<file path="src/rtl/uart_pkg.sv">
// Shared UART definitions: scheduler state encoding and baud-select codes
// for uart_byte_tx.
package uart_pkg;

  typedef enum logic [1:0] {
    IDLE = 2'd0,
    LOAD = 2'd1,
    WAIT = 2'd2,
    HOLD = 2'd3
  } sched_state_t;

  localparam logic [2:0] BAUD_9600   = 3'd0;
  localparam logic [2:0] BAUD_19200  = 3'd1;
  localparam logic [2:0] BAUD_38400  = 3'd2;
  localparam logic [2:0] BAUD_57600  = 3'd3;
  localparam logic [2:0] BAUD_115200 = 3'd4;

endpackage

</file>
<file path="src/rtl/rr_pick.sv">
// Combinational round-robin picker: first asserted req at or above ptr,
// wrapping NREQ-1 -> 0; one-hot result, all-zero when nothing is requested.
module rr_pick #(
  parameter int NREQ = 4,
  parameter int PW   = (NREQ > 1) ? $clog2(NREQ) : 1
) (
  input  logic [NREQ-1:0] req,
  input  logic [PW-1:0]   ptr,
  output logic [NREQ-1:0] pick
);

  logic          found_s;
  logic [PW:0]   sum_s;
  logic [PW-1:0] idx_s;

  // Walk the requesters in priority order starting at ptr.
  always_comb begin
    pick    = '0;
    found_s = 1'b0;
    sum_s   = '0;
    idx_s   = '0;
    for (int i = 0; i < NREQ; i++) begin
      sum_s = {1'b0, ptr} + (PW+1)'(i);
      idx_s = (sum_s >= (PW+1)'(NREQ)) ? PW'(sum_s - (PW+1)'(NREQ)) : PW'(sum_s);
      pick[idx_s] = req[idx_s] & ~found_s;
      found_s     = found_s | req[idx_s];
    end
  end

endmodule

</file>
<file path="src/rtl/uart_tx_sched.sv">
// Shares one uart_byte_tx between NREQ byte-stream requesters; a grant lasts
// for a whole message and priority rotates after each message ends.
module uart_tx_sched
  import uart_pkg::*;
#(
  parameter int NREQ = 4,
  parameter int TMO  = 50_000_000
) (
  input  logic              clk,
  input  logic              rst_n,
  input  logic [NREQ-1:0]   req,
  input  logic [NREQ-1:0]   last,
  input  logic [8*NREQ-1:0] data_in,
  output logic [NREQ-1:0]   ack,
  output logic [NREQ-1:0]   grant,
  output logic              tmo_flag,
  output logic              send_en,
  output logic [7:0]        data_byte,
  input  logic              tx_done,
  input  logic              uart_state
);

  localparam int PW = (NREQ > 1) ? $clog2(NREQ) : 1;
  localparam int CW = (TMO > 1) ? $clog2(TMO) : 1;

  sched_state_t  state_r, state_s;
  logic [PW-1:0] ptr_r, ptr_s;
  logic [PW-1:0] gidx_r, gidx_s;
  logic [NREQ-1:0] grant_r, grant_s;
  logic [NREQ-1:0] ack_r, ack_s;
  logic [7:0]    data_r, data_s;
  logic          last_r, last_s;
  logic [CW-1:0] cnt_r, cnt_s;
  logic          send_r, send_s;
  logic          tmo_r, tmo_s;

  logic [NREQ-1:0] pick_s;
  logic [PW-1:0]   pick_idx_s;
  logic [PW-1:0]   ptr_inc_s;
  logic [7:0]      byte_s [NREQ];

  for (genvar i = 0; i < NREQ; i++) begin : g_slice
    assign byte_s[i] = data_in[8*i +: 8];
  end

  rr_pick #(.NREQ(NREQ), .PW(PW)) u_pick (
    .req  (req),
    .ptr  (ptr_r),
    .pick (pick_s)
  );

  // One-hot pick to index; pick is one-hot so OR-ing indices is exact.
  always_comb begin
    pick_idx_s = '0;
    for (int i = 0; i < NREQ; i++) begin
      pick_idx_s = pick_idx_s | (pick_s[i] ? PW'(i) : '0);
    end
  end

  assign ptr_inc_s = (gidx_r == PW'(NREQ-1)) ? '0 : gidx_r + PW'(1);

  // Next-state, datapath and output-pulse decode.
  always_comb begin
    state_s = state_r;
    ptr_s   = ptr_r;
    gidx_s  = gidx_r;
    grant_s = grant_r;
    data_s  = data_r;
    last_s  = last_r;
    cnt_s   = cnt_r;
    ack_s   = '0;
    send_s  = 1'b0;
    tmo_s   = 1'b0;
    case (state_r)
      IDLE: begin
        if (|req) begin
          grant_s = pick_s;
          gidx_s  = pick_idx_s;
          data_s  = byte_s[pick_idx_s];
          state_s = LOAD;
        end else begin
          state_s = IDLE;
        end
      end
      LOAD: begin
        // A busy transmitter (e.g. stale frame after reset) defers the start.
        if (!uart_state) begin
          send_s  = 1'b1;
          last_s  = last[gidx_r];
          state_s = WAIT;
        end else begin
          state_s = LOAD;
        end
      end
      WAIT: begin
        if (tx_done) begin
          ack_s = grant_r;
          if (last_r) begin
            grant_s = '0;
            ptr_s   = ptr_inc_s;
            state_s = IDLE;
          end else begin
            cnt_s   = '0;
            state_s = HOLD;
          end
        end else begin
          state_s = WAIT;
        end
      end
      HOLD: begin
        if (req[gidx_r]) begin
          data_s  = byte_s[gidx_r];
          state_s = LOAD;
        end else if (cnt_r == CW'(TMO-1)) begin
          tmo_s   = 1'b1;
          grant_s = '0;
          ptr_s   = ptr_inc_s;
          state_s = IDLE;
        end else begin
          cnt_s = cnt_r + CW'(1);
        end
      end
      default: begin
        grant_s = '0;
        state_s = IDLE;
      end
    endcase
  end

  // State and registered outputs.
  always_ff @(posedge clk or negedge rst_n) begin
    if (!rst_n) begin
      state_r <= IDLE;
      ptr_r   <= '0;
      gidx_r  <= '0;
      grant_r <= '0;
      data_r  <= 8'h00;
      last_r  <= 1'b0;
      cnt_r   <= '0;
      ack_r   <= '0;
      send_r  <= 1'b0;
      tmo_r   <= 1'b0;
    end else begin
      state_r <= state_s;
      ptr_r   <= ptr_s;
      gidx_r  <= gidx_s;
      grant_r <= grant_s;
      data_r  <= data_s;
      last_r  <= last_s;
      cnt_r   <= cnt_s;
      ack_r   <= ack_s;
      send_r  <= send_s;
      tmo_r   <= tmo_s;
    end
  end

  assign grant     = grant_r;
  assign ack       = ack_r;
  assign send_en   = send_r;
  assign data_byte = data_r;
  assign tmo_flag  = tmo_r;

endmodule

</file>
<file path="config.mk">
export PLATFORM = sky130hd
export DESIGN_NAME = uart_tx_sched
export DESIGN_NICKNAME = d
export VERILOG_FILES = /design/src/rtl/uart_pkg.sv /design/src/rtl/rr_pick.sv /design/src/rtl/uart_tx_sched.sv
export SDC_FILE = /design/constraint.sdc
export NUM_CORES = 1
export LEC_CHECK = 0
export ABC_AREA = 1
export CAP_MARGIN = 20
export CORE_MARGIN = 8
export CORE_UTILIZATION = 59
export DETAILED_ROUTE_END_ITERATION = 8
export PLACE_DENSITY_LB_ADDON = 0.05
export SYNTH_ARGS = -nofsm -noshare
export SYNTH_HDL_FRONTEND = slang
export SYNTH_SLANG_ARGS = --single-unit
</file>
<file path="constraint.sdc">
create_clock -name clk -period 4.7 [get_ports clk]
set_clock_uncertainty 0.1 [all_clocks]
set_input_delay 0.47 -clock clk [delete_from_list [all_inputs] [get_ports clk]]
set_output_delay 0.47 -clock clk [all_outputs]
set_load 0.01 [all_outputs]
</file>
* Yosys cells after proc, flatten, opt, wreduce, memory -nomap -nowiden
Cells that the tools add are included.
** Storage, ports and cells
- Flip-flop bits (word level) :: 51
- Latch bits :: 0
- Memory bits (writable) :: 0
- Memory bits (read-only) :: 0
- Input bits :: 44
- Output and inout port bits :: 18
- Word-level logic and storage cells :: 147
- Memories :: 0
** Cells by class
- Add/sub/neg operators :: 9
- Multipliers :: 0
- Divide/modulo/power cells :: 0
- $lt $le $gt $ge :: 15
- Equal/unequal tests :: 14
- Shift operators :: 0
- Muxes and demuxes :: 70
- Bitwise operators :: 14
- Reduce and logical (&&, ||, !) cells :: 15
** Operator list (count)
- two-way mux 26 bit :: 4
- one-hot mux 26 bit (2 select lines) :: 1
- two-way mux 8 bit :: 6
- binary-select mux 8 bit (select 2 bit) :: 2
- two-way mux 2 bit :: 16
- two-way mux 4 bit :: 7
- adder 26 x 1 -> 26 bit, second input constant :: 1
- == test 26 bit, second input constant :: 1
- two-way mux 1 bit :: 17
- inequality test 2 bit, second input constant :: 8
- one-hot mux 8 bit (2 select lines) :: 1
- >= comparator 3 bit, second input constant :: 5
- less-than comparator 2 x 3 -> 1 bit, second input constant :: 5
- binary-select mux 1 bit (select 2 bit) :: 6
- bitwise mux 4 bit :: 3
- one-hot mux 4 bit (3 select lines) :: 1
- AND reduction 5 bit :: 2
- demux 1 bit (select 2 bit) :: 4
- >= comparator 2 x 1 -> 1 bit, second input constant :: 4
- one-hot mux 2 bit (4 select lines) :: 1
- subtractor 2 x 1 -> 2 bit, second input constant :: 4
- adder 2 x 2 -> 3 bit, second input constant :: 2
- == test 2 bit, second input constant :: 3
- inverter 2 -> 3 bit :: 2
- 20 further kinds :: 31

* Longest topological paths before layout
- Depth after elaboration :: 19
- Depth in mapped cells :: 18
- Mapped depth without buffers :: 16

* Hierarchy
From an unflattened synthesis, not the netlist that was laid out.
** Second synthesis, totals
- Cell total of the unflattened synthesis :: 582
- Area total of the unflattened synthesis :: 3921.3 µm²
** Modules (own cells, without submodules)
- uart_tx_sched :: times used 1, cells an instance 501, area each 3415.8 µm², seq. area each 1276.2 µm²
- rr_pick :: times used 1, cells an instance 81, area each 505.5 µm², seq. area each 0.0 µm²

* Worst setup path before layout
OpenSTA, ideal clock, no wires.
- Kind :: flip-flop to flip-flop
- Start :: register ptr_r[0]
- End :: register data_r[6] (netlist: data_byte[6])
- Library setup time :: 117 ps
- Arrival :: 2171 ps
- Required time :: 4483 ps
- Slack :: 2312 ps
- Stages on the path, launching flop included :: 19
- Path buffers :: 2
- Period minus slack after synthesis :: 2388 ps
- Path through :: dfrtp_1 -> inv_2 -> ha_1 -> inv_1 -> nand3_1 -> nand2_1 -> nand2_2 -> nor2_4 -> nand2_1 -> nand3_1 -> nand2_2 -> buf_6 -> nand2_8 -> buf_6 -> nand2_1 -> nand2_1 -> nand3_1 -> nand2_1 -> nand2_1
** On the way
- Cells in the longest elaborated chain, start to end :: 19
- Elaborated cells on any way between the ends :: 66
- Those cells by class :: 7 x add/sub; 12 x order compare; 31 x mux; 12 x bitwise; 4 x reduce/logical
** Ends and longest elaborated chain
- from (decl) :: line uart_tx_sched.sv:27 : logic [PW-1:0] ptr_r, ptr_s;
- from (signal assigned) :: line uart_tx_sched.sv:145 : ptr_r <= ptr_s;
- adder 2 x 1 -> 3 bit, or another cell as far along :: line rr_pick.sv:23 : sum_s = {1'b0, ptr} + (PW+1)'(i);
- >= comparator 3 bit, or another cell as far along :: line rr_pick.sv:24 : idx_s = (sum_s >= (PW+1)'(NREQ)) ? PW'(sum_s - (PW+1)'(NREQ)) : PW'(sum_s);
- two-way mux 2 bit, or another cell as far along :: line rr_pick.sv:24
- less-than comparator 2 x 3 -> 1 bit (implied by the code), or another cell as far along :: line rr_pick.sv:25 : pick[idx_s] = req[idx_s] & ~found_s;
- logical AND 1 bit (implied by the code), or another cell as far along :: line rr_pick.sv:25
- two-way mux 1 bit (implied by the code), or another cell as far along :: line rr_pick.sv:25
- demux 1 bit (select 2 bit), or another cell as far along
- bitwise mux 4 bit, or another cell as far along :: line rr_pick.sv:25
- [... 2 more ...]
- two-way mux 1 bit / two-way mux 2 bit (equally long branches) :: line uart_tx_sched.sv:56 : pick_idx_s = pick_idx_s | (pick_s[i] ? PW'(i) : '0);
- bitwise OR 1 x 2 -> 2 bit :: line uart_tx_sched.sv:56
- bitwise OR 2 bit * :: line uart_tx_sched.sv:56
- inverter 2 -> 3 bit (implied by the code) * :: line uart_tx_sched.sv:79 : data_s = byte_s[pick_idx_s];
- binary-select mux 8 bit (select 2 bit) * :: line uart_tx_sched.sv:79
- two-way mux 8 bit (implied by the code) * (2 in series) :: line uart_tx_sched.sv:79
- two-way mux 8 bit * :: line uart_tx_sched.sv:76 : if (|req) begin
- one-hot mux 8 bit (2 select lines) * :: line uart_tx_sched.sv:74 : case (state_r)
- to (signal assigned) :: line uart_tx_sched.sv:148 : data_r <= data_s;
- to (decl) :: line uart_tx_sched.sv:31 : logic [7:0] data_r, data_s;
Mark *: on every way between the ends. The rest lies on a longest branch, timed or not. The select of a mux whose other input is x is not followed.
A chain may end at the register's enable or synchronous reset.

* Final worst setup path
- Start :: register gidx_r[0]
- End :: register cnt_r[7]
** On the way
- Cells in the longest elaborated chain, start to end :: 4
** Ends and longest elaborated chain
- from (decl) :: line uart_tx_sched.sv:28 : logic [PW-1:0] gidx_r, gidx_s;
- from (signal assigned) :: line uart_tx_sched.sv:146 : gidx_r <= gidx_s;
- binary-select mux 1 bit (select 2 bit) :: line uart_tx_sched.sv:111 : if (req[gidx_r]) begin
- two-way mux 1 bit (implied by the code) :: line uart_tx_sched.sv:111
- inequality test 2 bit (no line)
- AND reduction 5 bit (no line)
- to (signal assigned) :: line uart_tx_sched.sv:150 : cnt_r <= cnt_s;
- to (decl) :: line uart_tx_sched.sv:33 : logic [CW-1:0] cnt_r, cnt_s;
Every way passes these cells. The select of a mux whose other input is x is not followed.

==> results.md <==
- The run finished with clean final reports.
- The pin count of the biggest net entering global routing is between 50 and 60.
- The hold buffer count at CTS is 0.
- The number of post-CTS setup repair buffers is 0.
- The diode insertion count for antenna repair is 0.
- The synthesized netlist occupies a cell area of roughly 3900 sq um.
- Detailed placement finished with a half-perimeter wire length of just over 8000 um.
- The CTS tree is yes.
- Of the post-synthesis cell area, the dominant cell type holds 0.3269.
- For this run, the total global-route usage over all layers was measured as 0.2314.
- For this design the top-level I/O count stands at 62.
- The startpoint class of the critical path is a register.
- The net count after synthesis is 660.
- After floorplanning, the core was sized to cover 6386 sq um.
- In this run the cell area measured after placement is around 4500 sq um.
- The final setup violation count is 0.
- Data on the critical path is required at its endpoint by 4.76 ns.
- The routability-driven placement congestion ratio is between 0.9 and 1.
- The number of max-slew violations in the final report is 0.
- Averaged over all synthesized cells, the footprint is approximately 6.4 sq um.
- The maximum clock insertion buffer count is 2.
- The number of unique standard cell types used by synthesis is 31.
- The layout cell share with drive strength beyond 1 is 0.04690.
- Compared with the post-synthesis result, the final layout area differs by 18.40%.
- Dividing the detail-routed wire length by the instance count gives between 15 and 20 um.
- The overall power of the completed layout is between 2 and 3 mW.
- Once placement completed, the tool counted placed cells totaling 730.
- The worst slew margin relative to its limit is 0.4686.
- In this design, the stage delay of the slowest critical-path cell is between 0.7 and 0.8 ns.
- After synthesis, the largest family of logic cells by area is simple AND/OR/NAND/NOR gates.
- The worst register-to-register path begins at gidx_r[0]$_DFFE_PN0P_.
- The y dimension of the die is approximately 97 um.
- After the flow finishes, the layout carries non-filler instances totaling approximately 740.
- The number of violations of the max-capacitance limit is 0.
- At the pin with the least slew margin, the transition time is between 0.7 and 0.8 ns.
- Clock latency on the worst-skew pair, taken at its later pin, is ~0.31 ns.
- The setup path with the least slack is of type register to register.
- The number of H-tree branching levels is 2.
- The number of hold-slack violations in the final timing report came to 0.
- The initial antenna violation count is 0.
- The worst register-to-register path ends at cnt_r[7]$_DFFE_PN0P_.
- The post-detailed-route via-to-cell ratio is around 5.6.
- The timing startpoint of the critical path is gidx_r[0]$_DFFE_PN0P_.
- The time the final worst path needs with I/O delays and setup is 3.276 ns.
- Dividing total power by cell area gives a power density of about 600 nW/um^2.
- The final setup TNS is 0 ns.
- The most used flip-flop cell after synthesis is sky130_fd_sc_hd__dfrtp_1.
- The die outline area is roughly 9500 sq um.
- Of the total synthesized cell area, the portion taken by full adders, half adders and majority gates is 0.02885.
- The synthesized-area fraction occupied by and/or/nand/nor cells is 0.3994.
- Synthesis handed over a netlist of 607 instances.
- For this run, asynchronously set or reset flops after synthesis account for 1.000.
- Setup repair after global routing left no endpoint under its margin.
- Along the worst path, the maximum fanout reaches 29.
- Of the post-synthesis cell area, the part taken by muxes is 0.
- On the critical path the largest part of the delay comes from buffers and inverters.
- Timing would allow up to about 310 MHz.
- sky130_fd_sc_hd__dfrtp_1 takes more of the synthesized area than any other cell.
- The number of DRC violations after detailed routing is 0.
- On the critical path, the stage with the largest delay is an instance of sky130_fd_sc_hd__dfrtp_1.
- The register-to-register path setup slack is 1.42 ns.
- The proportion of synthesized chip area in sequential cells is 0.3269.
- Once layout is done, the placed cells without fillers occupy between 4000 and 5000 sq um.
- Clock tree synthesis found a total of 51 sinks.
- The depth of the worst register-to-register path is 12.
- sky130_fd_sc_hd__nand2_1 is the most common cell in the netlist.
- At the end of the flow, the number of nets in the layout was just over 700.
- The first-iteration detailed-routing DRC count is 236.
- The signal on the critical path passes through inv_1 > a21oi_1 > o21ai_0 > nand2_1 > nand2_1 > nand2_1 > inv_1 > nand2_1 > a21oi_1 > buf_4 > inv_1 > o21ai_0.
- The total wire length is around 11000 um.
- After synthesis, the most frequently instantiated cells are 189 x sky130_fd_sc_hd__nand2_1, 77 x sky130_fd_sc_hd__inv_1, 65 x sky130_fd_sc_hd__nand3_1, 53 x sky130_fd_sc_hd__nor2_1, 51 x sky130_fd_sc_hd__dfrtp_1.
- The number of standard-cell rows in the floorplan is 29.
- The remaining antenna violation count after routing is 0.
- The CTS root buffer is sky130_fd_sc_hd__clkbuf_8.
- The number of buffers and inverters on the critical path is 4.
- Of the available clock period, the critical path in the final layout requires 0.6970.
- The xor and xnor fraction of the mapped netlist area is 0.04038.
- For this run, the number of Yosys warnings is 0.
- The class of the tightest hold or removal check is primary input to async pin.
- During placement, the flow inserted port buffers numbering 61.
- The number of gates resized after CTS was 0.
- By area the synthesized netlist is led by sky130_fd_sc_hd__dfrtp_1 33%, sky130_fd_sc_hd__nand2_1 18%, sky130_fd_sc_hd__nand3_1 8.3%.
- For this configuration, the core starts out at a cell density of 0.6113.
- VDD sags by at most just over 0.0006 V.
- Buffers inserted during clock tree synthesis total 5.
- The first global-routing pass estimated roughly 19000 um of wire.
- The arrival time of data at the critical path endpoint is about 3.3 ns.
- The die is between 90 and 100 um wide.
- The final hold slack is 0.1671 ns.
- The post-synthesis sequential element count is between 50 and 60.
- The routed layout has 4136 vias.
- The analysis attributes to cell leakage a power of 2.243 nW.
- The count of TritonRoute iterations in the first routing pass is 6.
- The type of destination of the critical path is a register.
- The number of synthesized flops with an enable pin is 0.
- The via count of the first global-routing pass was approximately 4000.
- The most prevalent standard cell on the critical path is sky130_fd_sc_hd__nand2_1.
- The compound-gate portion of the synthesized area was 0.1042.
- After clock tree synthesis, the clock-pin slew on the worst setup and hold paths is 0.10 ns.
- The total overflow left after global routing is 0.
==> stage by stage <==
step | utilization | worst slack [ns]
floorplan | - | 2.312
global placement | 0.7104 | 1.682
detailed placement | 0.7104 | 1.533
CTS | 0.7237 | 1.512
global route | 0.7237 | 1.051
finish | 0.7237 | 1.424
==> cell usage in the layout (no fill, tap or decap) <==
master	n
sky130_fd_sc_hd__inv_1	77
sky130_fd_sc_hd__nand3b_1	1
sky130_fd_sc_hd__nand2_4	2
sky130_fd_sc_hd__o22ai_1	4
sky130_fd_sc_hd__nand4_2	1
sky130_fd_sc_hd__nor3_1	9
sky130_fd_sc_hd__buf_2	1
sky130_fd_sc_hd__nand4_1	6
sky130_fd_sc_hd__clkbuf_8	5
sky130_fd_sc_hd__dfrtp_1	51
sky130_fd_sc_hd__o211ai_1	1
sky130_fd_sc_hd__nand3_1	65
sky130_fd_sc_hd__nor2_4	1
sky130_fd_sc_hd__xor2_1	16
sky130_fd_sc_hd__clkinvlp_4	1
sky130_fd_sc_hd__inv_2	2
sky130_fd_sc_hd__xnor2_1	2
sky130_fd_sc_hd__o2111ai_1	1
sky130_fd_sc_hd__or2_2	3
sky130_fd_sc_hd__nand2_1	189
sky130_fd_sc_hd__a21oi_1	31
sky130_fd_sc_hd__nand2_2	7
sky130_fd_sc_hd__o21ai_0	42
sky130_fd_sc_hd__clkdlybuf4s50_1	60
sky130_fd_sc_hd__nand3_2	2
sky130_fd_sc_hd__nand2_8	1
sky130_fd_sc_hd__clkinv_1	1
sky130_fd_sc_hd__nor2_1	53
sky130_fd_sc_hd__nand3_4	1
sky130_fd_sc_hd__clkinv_2	1
sky130_fd_sc_hd__ha_1	9
sky130_fd_sc_hd__nor4_1	11
sky130_fd_sc_hd__clkbuf_1	1
sky130_fd_sc_hd__buf_4	3
==> how the worst max path moves through the flow <==
stage          cells after the start                        to
2_1_floorplan                     18  data_byte[6]$_DFFE_PN0P_
3_3_place_gp                      12     cnt_r[14]$_DFFE_PN0P_
3_5_place_dp                      12      cnt_r[7]$_DFFE_PN0P_
4_1_cts                           12      cnt_r[7]$_DFFE_PN0P_
5_1_grt                           12      cnt_r[7]$_DFFE_PN0P_
6_report                          12      cnt_r[7]$_DFFE_PN0P_
==> sequential cells by signal, indices dropped and copies added, names as in the netlist <==
| name | flops |
|---|---|
| cnt_r | 26 |
| tmo_flag | 1 |
| send_en | 1 |
| data_byte | 8 |
| ptr_r | 2 |
| state_r | 2 |
| gidx_r | 2 |
| last_r | 1 |
| grant | 4 |
| ack | 4 |
==> report_power, final <==
part | total [mW] | internal, mW | switching [mW] | leakage (nW)
logic | 1.85 | 0.609 | 1.24 | 1.52
registers | 0.646 | 0.537 | 0.108 | 0.679
clock network | 0.263 | 0.105 | 0.158 | 0.0412
total | 2.75 | 1.25 | 1.50 | 2.24
==> final cells by class <==
cell class	instances	area, sq um
Clock buffer	6	72.57
Clock inverter	2	12.51
Fill cell	550	1764
Inverter	80	300.3
Multi-Input combinational cell	458	2236
Sequential cell	51	1276
Tap cell	77	96.34
Timing Repair Buffer	64	628.1
==> routing by layer <==
layer	track usage	routed length [um]
met1	0.2714	4600
met2	0.4026	5660
met3	0.03770	810
met4	0.1061	239
met5	0	0
==> worst reg2reg max path, stage by stage (launching register included) <==
cell,delay (ns)
sky130_fd_sc_hd__dfrtp_1,0.72
sky130_fd_sc_hd__inv_1,0.45
sky130_fd_sc_hd__a21oi_1,0.25
sky130_fd_sc_hd__o21ai_0,0.10
sky130_fd_sc_hd__nand2_1,0.12
sky130_fd_sc_hd__nand2_1,0.07
sky130_fd_sc_hd__nand2_1,0.11
sky130_fd_sc_hd__inv_1,0.04
sky130_fd_sc_hd__nand2_1,0.07
sky130_fd_sc_hd__a21oi_1,0.05
sky130_fd_sc_hd__buf_4,0.22
sky130_fd_sc_hd__inv_1,0.61
sky130_fd_sc_hd__o21ai_0,0.21
==> kinds of logic (layout without fill, tap and decap cells) <==
kind of cell | count (synthesis) | after routing
simple gates | 352 | 352
buf+inv | 98 | 152
compound gates | 79 | 79
flops | 51 | 51
xor+xnor | 18 | 18
fa+ha+maj | 9 | 9
No activity file was read; power rests on OpenSTA's default activity.
